[src/rtl/update_ij_index_gen_if.sv]
// rtl/update_ij_index_gen_if.sv - start/enable/index bundle between update_ij_index_gen and its consumer
interface update_ij_index_gen_if #(
    parameter int SIZE_ADDR = 8
) ();
    logic                 i_start;
    logic [SIZE_ADDR-1:0] i_num_elems;
    logic                 i_en_j;
    logic                 o_en_i;
    logic [SIZE_ADDR-1:0] o_value_i;
    logic                 o_done_i;
    logic                 o_en_j;
    logic [SIZE_ADDR-1:0] o_value_j;
    logic                 o_done_j;
    logic                 o_busy;

    modport master (
        output i_start, i_num_elems, i_en_j,
        input  o_en_i, o_value_i, o_done_i, o_en_j, o_value_j, o_done_j, o_busy
    );

    modport slave (
        input  i_start, i_num_elems, i_en_j,
        output o_en_i, o_value_i, o_done_i, o_en_j, o_value_j, o_done_j, o_busy
    );
endinterface

[src/rtl/update_ij_index_gen.sv]
// rtl/update_ij_index_gen.sv - triangular (i, j) pair generator; UPDATE_IJ_FULL_RANGE_EN selects the full N*N sweep
module update_ij_index_gen #(
    parameter int SIZE_ADDR = 8
) (
    input  logic                   clk,
    input  logic                   rst_n,
    update_ij_index_gen_if.slave   bus
);
    typedef enum logic [1:0] {I_IDLE, I_ISSUE, I_WAIT, I_DONE} i_state_e;
    typedef enum logic [1:0] {J_IDLE, J_RUN, J_DONE} j_state_e;

    localparam logic [SIZE_ADDR-1:0] ONE   = 1;
    localparam logic [SIZE_ADDR:0]   ONE_W = 1;

    i_state_e             i_state_q, i_state_d;
    j_state_e             j_state_q, j_state_d;
    logic [SIZE_ADDR-1:0] i_q, i_d;
    logic [SIZE_ADDR-1:0] j_q, j_d;
    logic [SIZE_ADDR-1:0] n_q, n_d;
    logic                 j_start_q;

    // One extra bit so i = 2^SIZE_ADDR-1 cannot wrap into a false non-empty range
    logic [SIZE_ADDR:0]   n_ext, i_inc, j_inc, j_first;

    assign n_ext = {1'b0, n_q};
    assign i_inc = {1'b0, i_q} + ONE_W;
    assign j_inc = {1'b0, j_q} + ONE_W;

`ifdef UPDATE_IJ_FULL_RANGE_EN
    assign j_first = '0;
`else
    assign j_first = i_inc;
`endif

    always_ff @(posedge clk or negedge rst_n) begin
        if (!rst_n) begin
            i_state_q <= I_IDLE;
            j_state_q <= J_IDLE;
            i_q       <= '0;
            j_q       <= '0;
            n_q       <= '0;
            j_start_q <= 1'b0;
        end else begin
            i_state_q <= i_state_d;
            j_state_q <= j_state_d;
            i_q       <= i_d;
            j_q       <= j_d;
            n_q       <= n_d;
            j_start_q <= (i_state_q == I_ISSUE);
        end
    end

    always_comb begin
        i_state_d = i_state_q;
        i_d       = i_q;
        n_d       = n_q;
        case (i_state_q)
            I_IDLE: begin
                if (bus.i_start) begin
                    n_d       = bus.i_num_elems;
                    i_d       = '0;
                    i_state_d = (bus.i_num_elems == '0) ? I_DONE : I_ISSUE;
                end
            end
            I_ISSUE: i_state_d = I_WAIT;
            I_WAIT: begin
                if (j_state_q == J_DONE) begin
                    if (i_inc == n_ext) begin
                        i_state_d = I_DONE;
                    end else begin
                        i_d       = i_q + ONE;
                        i_state_d = I_ISSUE;
                    end
                end
            end
            I_DONE:  i_state_d = I_IDLE;
            default: i_state_d = I_IDLE;
        endcase
    end

    // An empty inner range leaves j_q untouched so o_value_j keeps its last value
    always_comb begin
        j_state_d = j_state_q;
        j_d       = j_q;
        case (j_state_q)
            J_IDLE: begin
                if (j_start_q) begin
                    if (j_first >= n_ext) begin
                        j_state_d = J_DONE;
                    end else begin
                        j_d       = j_first[SIZE_ADDR-1:0];
                        j_state_d = J_RUN;
                    end
                end
            end
            J_RUN: begin
                if (bus.i_en_j) begin
                    if (j_inc == n_ext) begin
                        j_state_d = J_DONE;
                    end else begin
                        j_d = j_q + ONE;
                    end
                end
            end
            J_DONE:  j_state_d = J_IDLE;
            default: j_state_d = J_IDLE;
        endcase
    end

    assign bus.o_en_i    = (i_state_q == I_ISSUE);
    assign bus.o_value_i = i_q;
    assign bus.o_done_i  = (i_state_q == I_DONE);
    assign bus.o_busy    = (i_state_q != I_IDLE);
    assign bus.o_en_j    = (j_state_q == J_RUN) && bus.i_en_j;
    assign bus.o_value_j = j_q;
    assign bus.o_done_j  = (j_state_q == J_DONE);
endmodule

[src/flat_wrapper.sv]
// flat-port wrapper written by rule: the top's interface ports become plain ports
module update_ij_index_gen_flat 
#(
    parameter int SIZE_ADDR = 8
)
  (clk, rst_n, bus_i_start, bus_i_num_elems, bus_i_en_j, bus_o_en_i, bus_o_value_i, bus_o_done_i, bus_o_en_j, bus_o_value_j, bus_o_done_j, bus_o_busy);
  update_ij_index_gen_if #(.SIZE_ADDR(SIZE_ADDR)) bus_i ();
  input  logic clk;
  input  logic rst_n;
  input wire logic [$bits(bus_i.i_start)-1:0] bus_i_start;
  input wire logic [$bits(bus_i.i_num_elems)-1:0] bus_i_num_elems;
  input wire logic [$bits(bus_i.i_en_j)-1:0] bus_i_en_j;
  output wire logic [$bits(bus_i.o_en_i)-1:0] bus_o_en_i;
  output wire logic [$bits(bus_i.o_value_i)-1:0] bus_o_value_i;
  output wire logic [$bits(bus_i.o_done_i)-1:0] bus_o_done_i;
  output wire logic [$bits(bus_i.o_en_j)-1:0] bus_o_en_j;
  output wire logic [$bits(bus_i.o_value_j)-1:0] bus_o_value_j;
  output wire logic [$bits(bus_i.o_done_j)-1:0] bus_o_done_j;
  output wire logic [$bits(bus_i.o_busy)-1:0] bus_o_busy;
  assign bus_i.i_start = bus_i_start;
  assign bus_i.i_num_elems = bus_i_num_elems;
  assign bus_i.i_en_j = bus_i_en_j;
  assign bus_o_en_i = bus_i.o_en_i;
  assign bus_o_value_i = bus_i.o_value_i;
  assign bus_o_done_i = bus_i.o_done_i;
  assign bus_o_en_j = bus_i.o_en_j;
  assign bus_o_value_j = bus_i.o_value_j;
  assign bus_o_done_j = bus_i.o_done_j;
  assign bus_o_busy = bus_i.o_busy;
  update_ij_index_gen #(.SIZE_ADDR(SIZE_ADDR)) u_core (.clk(clk), .rst_n(rst_n), .bus(bus_i));
endmodule
[config.mk]
export PLATFORM = sky130hd
export DESIGN_NAME = update_ij_index_gen_flat
export DESIGN_NICKNAME = d
export VERILOG_FILES = /design/src/rtl/update_ij_index_gen_if.sv /design/src/rtl/update_ij_index_gen.sv /design/src/flat_wrapper.sv
export SDC_FILE = /design/constraint.sdc
export NUM_CORES = 1
export LEC_CHECK = 0
export CAP_MARGIN = 20
export CORE_ASPECT_RATIO = 0.75
export CORE_MARGIN = 5
export CORE_UTILIZATION = 45
export DETAILED_ROUTE_END_ITERATION = 16
export PLACE_DENSITY_LB_ADDON = 0.05
export SETUP_SLACK_MARGIN = 0.1
export SYNTH_ARGS = -nofsm -noshare
export SYNTH_HDL_FRONTEND = slang
export SYNTH_SLANG_ARGS = --single-unit
[constraint.sdc]
create_clock -name clk -period 3.9 [get_ports clk]
set_clock_uncertainty 0.15 [all_clocks]
set_input_delay 0.78 -clock clk [delete_from_list [all_inputs] [get_ports clk]]
set_output_delay 0.78 -clock clk [all_outputs]
set_load 0.1 [all_outputs]
* Word-level counts from Yosys, hierarchy flattened
Index checks and enable logic that the tools add are counted.
** Word-level totals
- Word-level logic and storage cells :: 57
- RAM bits :: 0
- Latch bits :: 0
- Memories kept :: 0
- Input bits :: 12
- Bits in registers :: 29
- Bits in read-only memories :: 0
** Cells by class
- Shift operators :: 0
- Reductions and logical operators :: 12
- $mul :: 0
- Bitwise operators :: 0
- Add/subtract/negate cells :: 4
- Eq/ne operators :: 15
- Order comparisons :: 1
- Muxes and demuxes :: 19
- Divide/modulo/power cells :: 0
** Operators by type and width (number)
- 2-to-1 mux 8 bit :: 7
- case mux 8 bit (2 select lines) :: 2
- adder 8 x 1 -> 9 bit, second input constant :: 2
- == test 9 x 8 -> 1 bit :: 2
- adder 8 x 1 -> 8 bit, second input constant :: 2
- 2-to-1 mux 2 bit :: 8
- != test 2 bit, second input constant :: 6
- greater-or-equal comparator 9 x 8 -> 1 bit :: 1
- zero test 8 bit :: 1
- case mux 2 bit (4 select lines) :: 1
- == test 2 bit, second input constant :: 3
- nonzero test 2 bit :: 3
- AND reduction 5 bit :: 1
- == test 2 x 1 -> 1 bit, second input constant :: 2
- zero test 2 bit :: 2
- != test 2 x 1 -> 1 bit, second input constant :: 2
- case mux 2 bit (2 select lines) :: 1
- AND reduction 2 bit :: 2
- AND reduction 4 bit :: 1
- AND reduction 3 bit :: 1
- logical AND 1 bit :: 1

* Depth between registers and ports, before layout
- Depth after elaboration :: 5
- Depth in mapped cells :: 13
- Mapped depth without buffers :: 12

* Least setup slack after synthesis
OpenSTA, ideal clock, no wires.
- Kind :: reg-to-reg
- Start point :: reg u_core.i_q[0] (netlist: u_core.bus.o_value_i[0])
- End point :: reg u_core.j_q[6] (netlist: u_core.bus.o_value_j[6])
- Cell stages (with the launch flop) :: 14
- Library setup time :: 0.129 ns
- Buffers on the path :: 1
- Data arrival time :: 3.492 ns
- Data required time :: 3.621 ns
- Slack :: 0.129 ns
- Path through :: dfrtp_1 ha_1 nand3_1 nor2_1 xor2_1 ha_1 a21oi_1 o22ai_1 nor3_1 a31o_2 buf_1 o21ai_0 a32oi_1 nand3_1
** On the way
- Longest elaborated chain between the ends :: 4
** Ends and longest elaborated chain
- start: declaration :: line update_ij_index_gen.sv:17 : logic [SIZE_ADDR-1:0] i_q, i_d;
- start signal: assignment :: line update_ij_index_gen.sv:46 : i_q <= i_d;
- adder 8 x 1 -> 9 bit * :: line update_ij_index_gen.sv:26 : assign i_inc = {1'b0, i_q} + ONE_W;
- greater-or-equal comparator 9 x 8 -> 1 bit / 2-to-1 mux 8 bit (equally long branches) :: line update_ij_index_gen.sv:88 : if (j_first >= n_ext) begin
- != test 2 bit (no source line) / 2-to-1 mux 8 bit (equally long branches)
- AND reduction 5 bit (no source line) / case mux 8 bit (2 select lines) (equally long branches)
- end signal: assignment :: line update_ij_index_gen.sv:47 : j_q <= j_d;
- end: declaration :: line update_ij_index_gen.sv:18 : logic [SIZE_ADDR-1:0] j_q, j_d;
Every way passes the cells marked *; elsewhere a longest branch is shown, timed or not. The select of a mux whose other input is x is not followed.
A chain may end at the register's enable or synchronous reset.

* Final worst setup path
- Start point :: reg u_core.i_q[0] (netlist: u_core.bus.o_value_i[0])
- End point :: reg u_core.j_q[5] (netlist: u_core.bus.o_value_j[5])
Same word-level chain as after synthesis.

==> reports/qor.txt <==
Cell leakage power -> 1.10 nW
Fin. max-slew vios -> 0
Die X -> 88.5 um
Hold path depth -> 1
RSZ-0062 raised after global routing -> false
Register area share after synthesis -> 0.349
Die area -> 6100 sq um
I/O Pins -> 33
Worst Tran Pin Value -> 0.970 ns
Logic pwr share -> 0.607
Pint -> 0.000963 W
Routed via count -> 1,949
Largest delay share family, worst path -> compound AO/OA/AOI/OAI gates
Synthesized instance count -> 247
Crit path largest cell delay -> 0.61 ns
Mapped Avg Cell Area -> 8.42 sq um
Die Ht -> 68.9 um
Largest fanout on the critical path -> 9
Max-Cap Viols -> 0
Vias in the first global route -> 1,876
Post-CTS Hold Buffers -> 0
Core region area -> 4470 sq um
DR DRC count -> 0
Largest net degree at the start of global routing -> 30
GRT Util Overall -> 0.204
Drt pass-1 iters -> 5
Post-CTS Setup Inserts -> 0
Layout cells sized above 1 -> 0.107
FF/Latch Area -> 726 sq um
Max Root-Sink Buffers -> 2
Fmax -> 296 MHz
Ys async rst share -> 1.00
Share of the synthesized area in the top cell type -> 0.349
Clock Sinks -> 29
Multi-input gate area -> 1240 sq um
Post-route ant nets -> 0
Root buffer cell -> clkbuf_8
Initial Util -> 0.466
PostCTS Resize Cnt -> 0
Hpwl dp -> 4250 um
Most used DFF post-synth -> dfrtp_1
Net Sw Frac -> 0.555
Flops & latches, synth -> 29
Startpoint of the worst hold path -> u_core.j_state_q[1]$_DFFE_PN0P_
Worst reg2reg path startpoint -> u_core.bus.o_value_i[0]$_DFFE_PN0P_
Maximum vdd ir drop -> 492 uV
Mapped Nets -> 269
Layout Nets -> 301
CP arrival -> 3.40 ns
Final period utilization -> 0.867
Setup crit start kind -> flop
CTS buffer count -> 5
Reg2reg end -> u_core.bus.o_value_j[5]$_DFFE_PN0P_
Row count -> 21
P_sw -> 0.00120 W
Yosys Warn Count -> 0
Wire length per cell -> 16.6 um
R2R cell count -> 10
Worst Setup SP -> u_core.bus.o_value_i[0]$_DFFE_PN0P_
Worst slack, placed -> 0.399 ns
# fillers -> 429
Gpl congestion -> 0.850
# diodes -> 0
Via density -> 5.78
Post-route setup slack -> 0.521 ns
Min Clock Period, post-route -> 3.38 ns
CTS tree -> yes
R2R Setup Slk -> 0.52 ns
Buf+Inv Stages, Crit Path -> 0
Crit path capture type -> flop
Total Neg Setup Slack -> 0 ns
Htree depth -> 2
Final hold violations -> 0
Clock insertion delay at the later pin of the skew report -> 0.28 ns
CTS clk-pin slew, worst paths -> 0.07 ns
Data required, critical path -> 3.92 ns
Antenna violations before repair -> 0
Critical path class -> reg2reg
Synth area leaders -> dfrtp_1 (35%), ha_1 (6.0%), o21ai_0 (5.8%), nand2_1 (5.8%), nand3_1 (4.8%)
Slowest CP cell -> a31oi_1
Gr ovfl total -> 0
Pwr/cell area -> 859 nW/um^2
Layout area overhead -> 21.1%
Outcome -> completed
Iteration-0 DRC Markers -> 126
Normalized max-slew margin -> 0.352
First-pass GRT wire length -> 9370 um
Mapped Area -> 2080 sq um
Clock network fraction of total power -> 0.127
Flop pwr share -> 0.266
Drt total wl -> 5590 um
Synth cell types -> 48
Number of synthesized flops with an enable pin -> 0
Crit-path cells -> ha_1 -> nand3_1 -> nor2_1 -> xor2_1 -> ha_1 -> nand3_1 -> a211o_1 -> a31oi_1 -> o21ai_0 -> a211o_1
Min-Delay Endpoint -> u_core.j_state_q[1]$_DFFE_PN0P_
Yosys top cell by area -> dfrtp_1
I/O Buffers -> 32
Hold WC Path Type -> reg2reg
# setup viols final -> 0
[power by group through the flow]
| stage | sequential [W] | combinational [W] | clock (W) |
|---|---|---|---|
| 2_1_floorplan | 0.000823 | 0.000714 | 0 |
| 3_3_place_gp | 0.000576 | 0.00131 | 0 |
| 3_5_place_dp | 0.000578 | 0.00131 | 0 |
| 4_1_cts | 0.000573 | 0.00131 | 0.000281 |
| 5_1_grt | 0.000599 | 0.00142 | 0.000296 |
| 6_report | 0.000576 | 0.00131 | 0.000275 |
[metrics by stage]
step | hold slack [ns] | utilization | std cells | area [sq um] | power [W]
detailed placement | 0.362 | 0.540 | 329 | 2410 | 0.00188
global route | 0.407 | 0.564 | 337 | 2520 | 0.00232
finish | 0.368 | 0.564 | 337 | 2520 | 0.00217
global placement | 0.357 | 0.540 | 329 | 2410 | 0.00188
floorplan | 0.322 | - | 247 | 2080 | 0.00154
CTS | 0.371 | 0.563 | 337 | 2510 | 0.00217
[how the worst max path moves through the flow]
stage / endpoint / slack, ns / depth (start not counted)
after floorplan: u_core.bus.o_value_j[6]$_DFFE_PN0P_ / 0.13 / 13
after global placement: u_core.bus.o_value_j[5]$_DFFE_PN0P_ / 0.53 / 12
after detailed placement: u_core.bus.o_value_j[5]$_DFFE_PN0P_ / 0.40 / 12
after CTS: u_core.bus.o_value_j[5]$_DFFE_PN0P_ / 0.38 / 12
after global routing: u_core.bus.o_value_j[5]$_DFFE_PN0P_ / 0.21 / 10
final: u_core.bus.o_value_j[5]$_DFFE_PN0P_ / 0.52 / 10
[synthesized netlist by cell type (all sizes together) (6+ instances only)]
library cell and instances:
ha 10, inv 13, buf 6, nand2 32, nor2 14, dfrtp 29, xor2 8, nand2b 6
nand3 20, a21oi 9, o21ai 24
[layout by cell type, fill, tap and decap left out, types with 6 or more instances in the layout]
cell type / count
xor2_1: 7
inv_1: 13
buf_4: 8
clkdlybuf4s50_1: 27
nand3_1: 20
nor2_1: 14
nand2_1: 32
o21ai_0: 24
ha_1: 10
clkbuf_8: 7
dfrtp_1: 29
nand2b_1: 6
a21oi_1: 8
[cell type report]
class                   count  share of cell area
well taps                  57              0.0283
clock buffers               7              0.0382
inverters                  13              0.0194
repair buffers             35               0.131
clock inverters             1             0.00199
multi-input cells         195               0.493
flip-flops and latches     29               0.288
[routing by layer]
layer / vias to the layer above / global-route usage / routed length [um]
met5: - / 0 / 0
met2: 61 / 0.295 / 2370
met4: 0 / 0.0453 / 25
met1: 926 / 0.303 / 2810
met3: 2 / 0.0534 / 392
li1: 960 / - / -
[cell families (layout without fill, tap and decap cells)]
group | Yosys count | count (layout) | synth area share
and+or+nand+nor | 107 | 107 | 0.268
AOI/OAI and AO/OA | 64 | 64 | 0.202
DFF | 29 | 29 | 0.349
buffers and inverters | 23 | 56 | 0.0565
xor gates and xnor gates | 12 | 12 | 0.0541
adders and majority gates | 10 | 10 | 0.0601
muxes | 2 | 2 | 0.0102
[sequential cells by signal, indices dropped and copies added (netlist names)]
signal	cells
u_core.bus.o_value_i	8
u_core.bus.o_value_j	8
u_core.i_state_q	2
u_core.j_start_q	1
u_core.j_state_q	2
u_core.n_q	8
(Power assumes the default switching activity.)
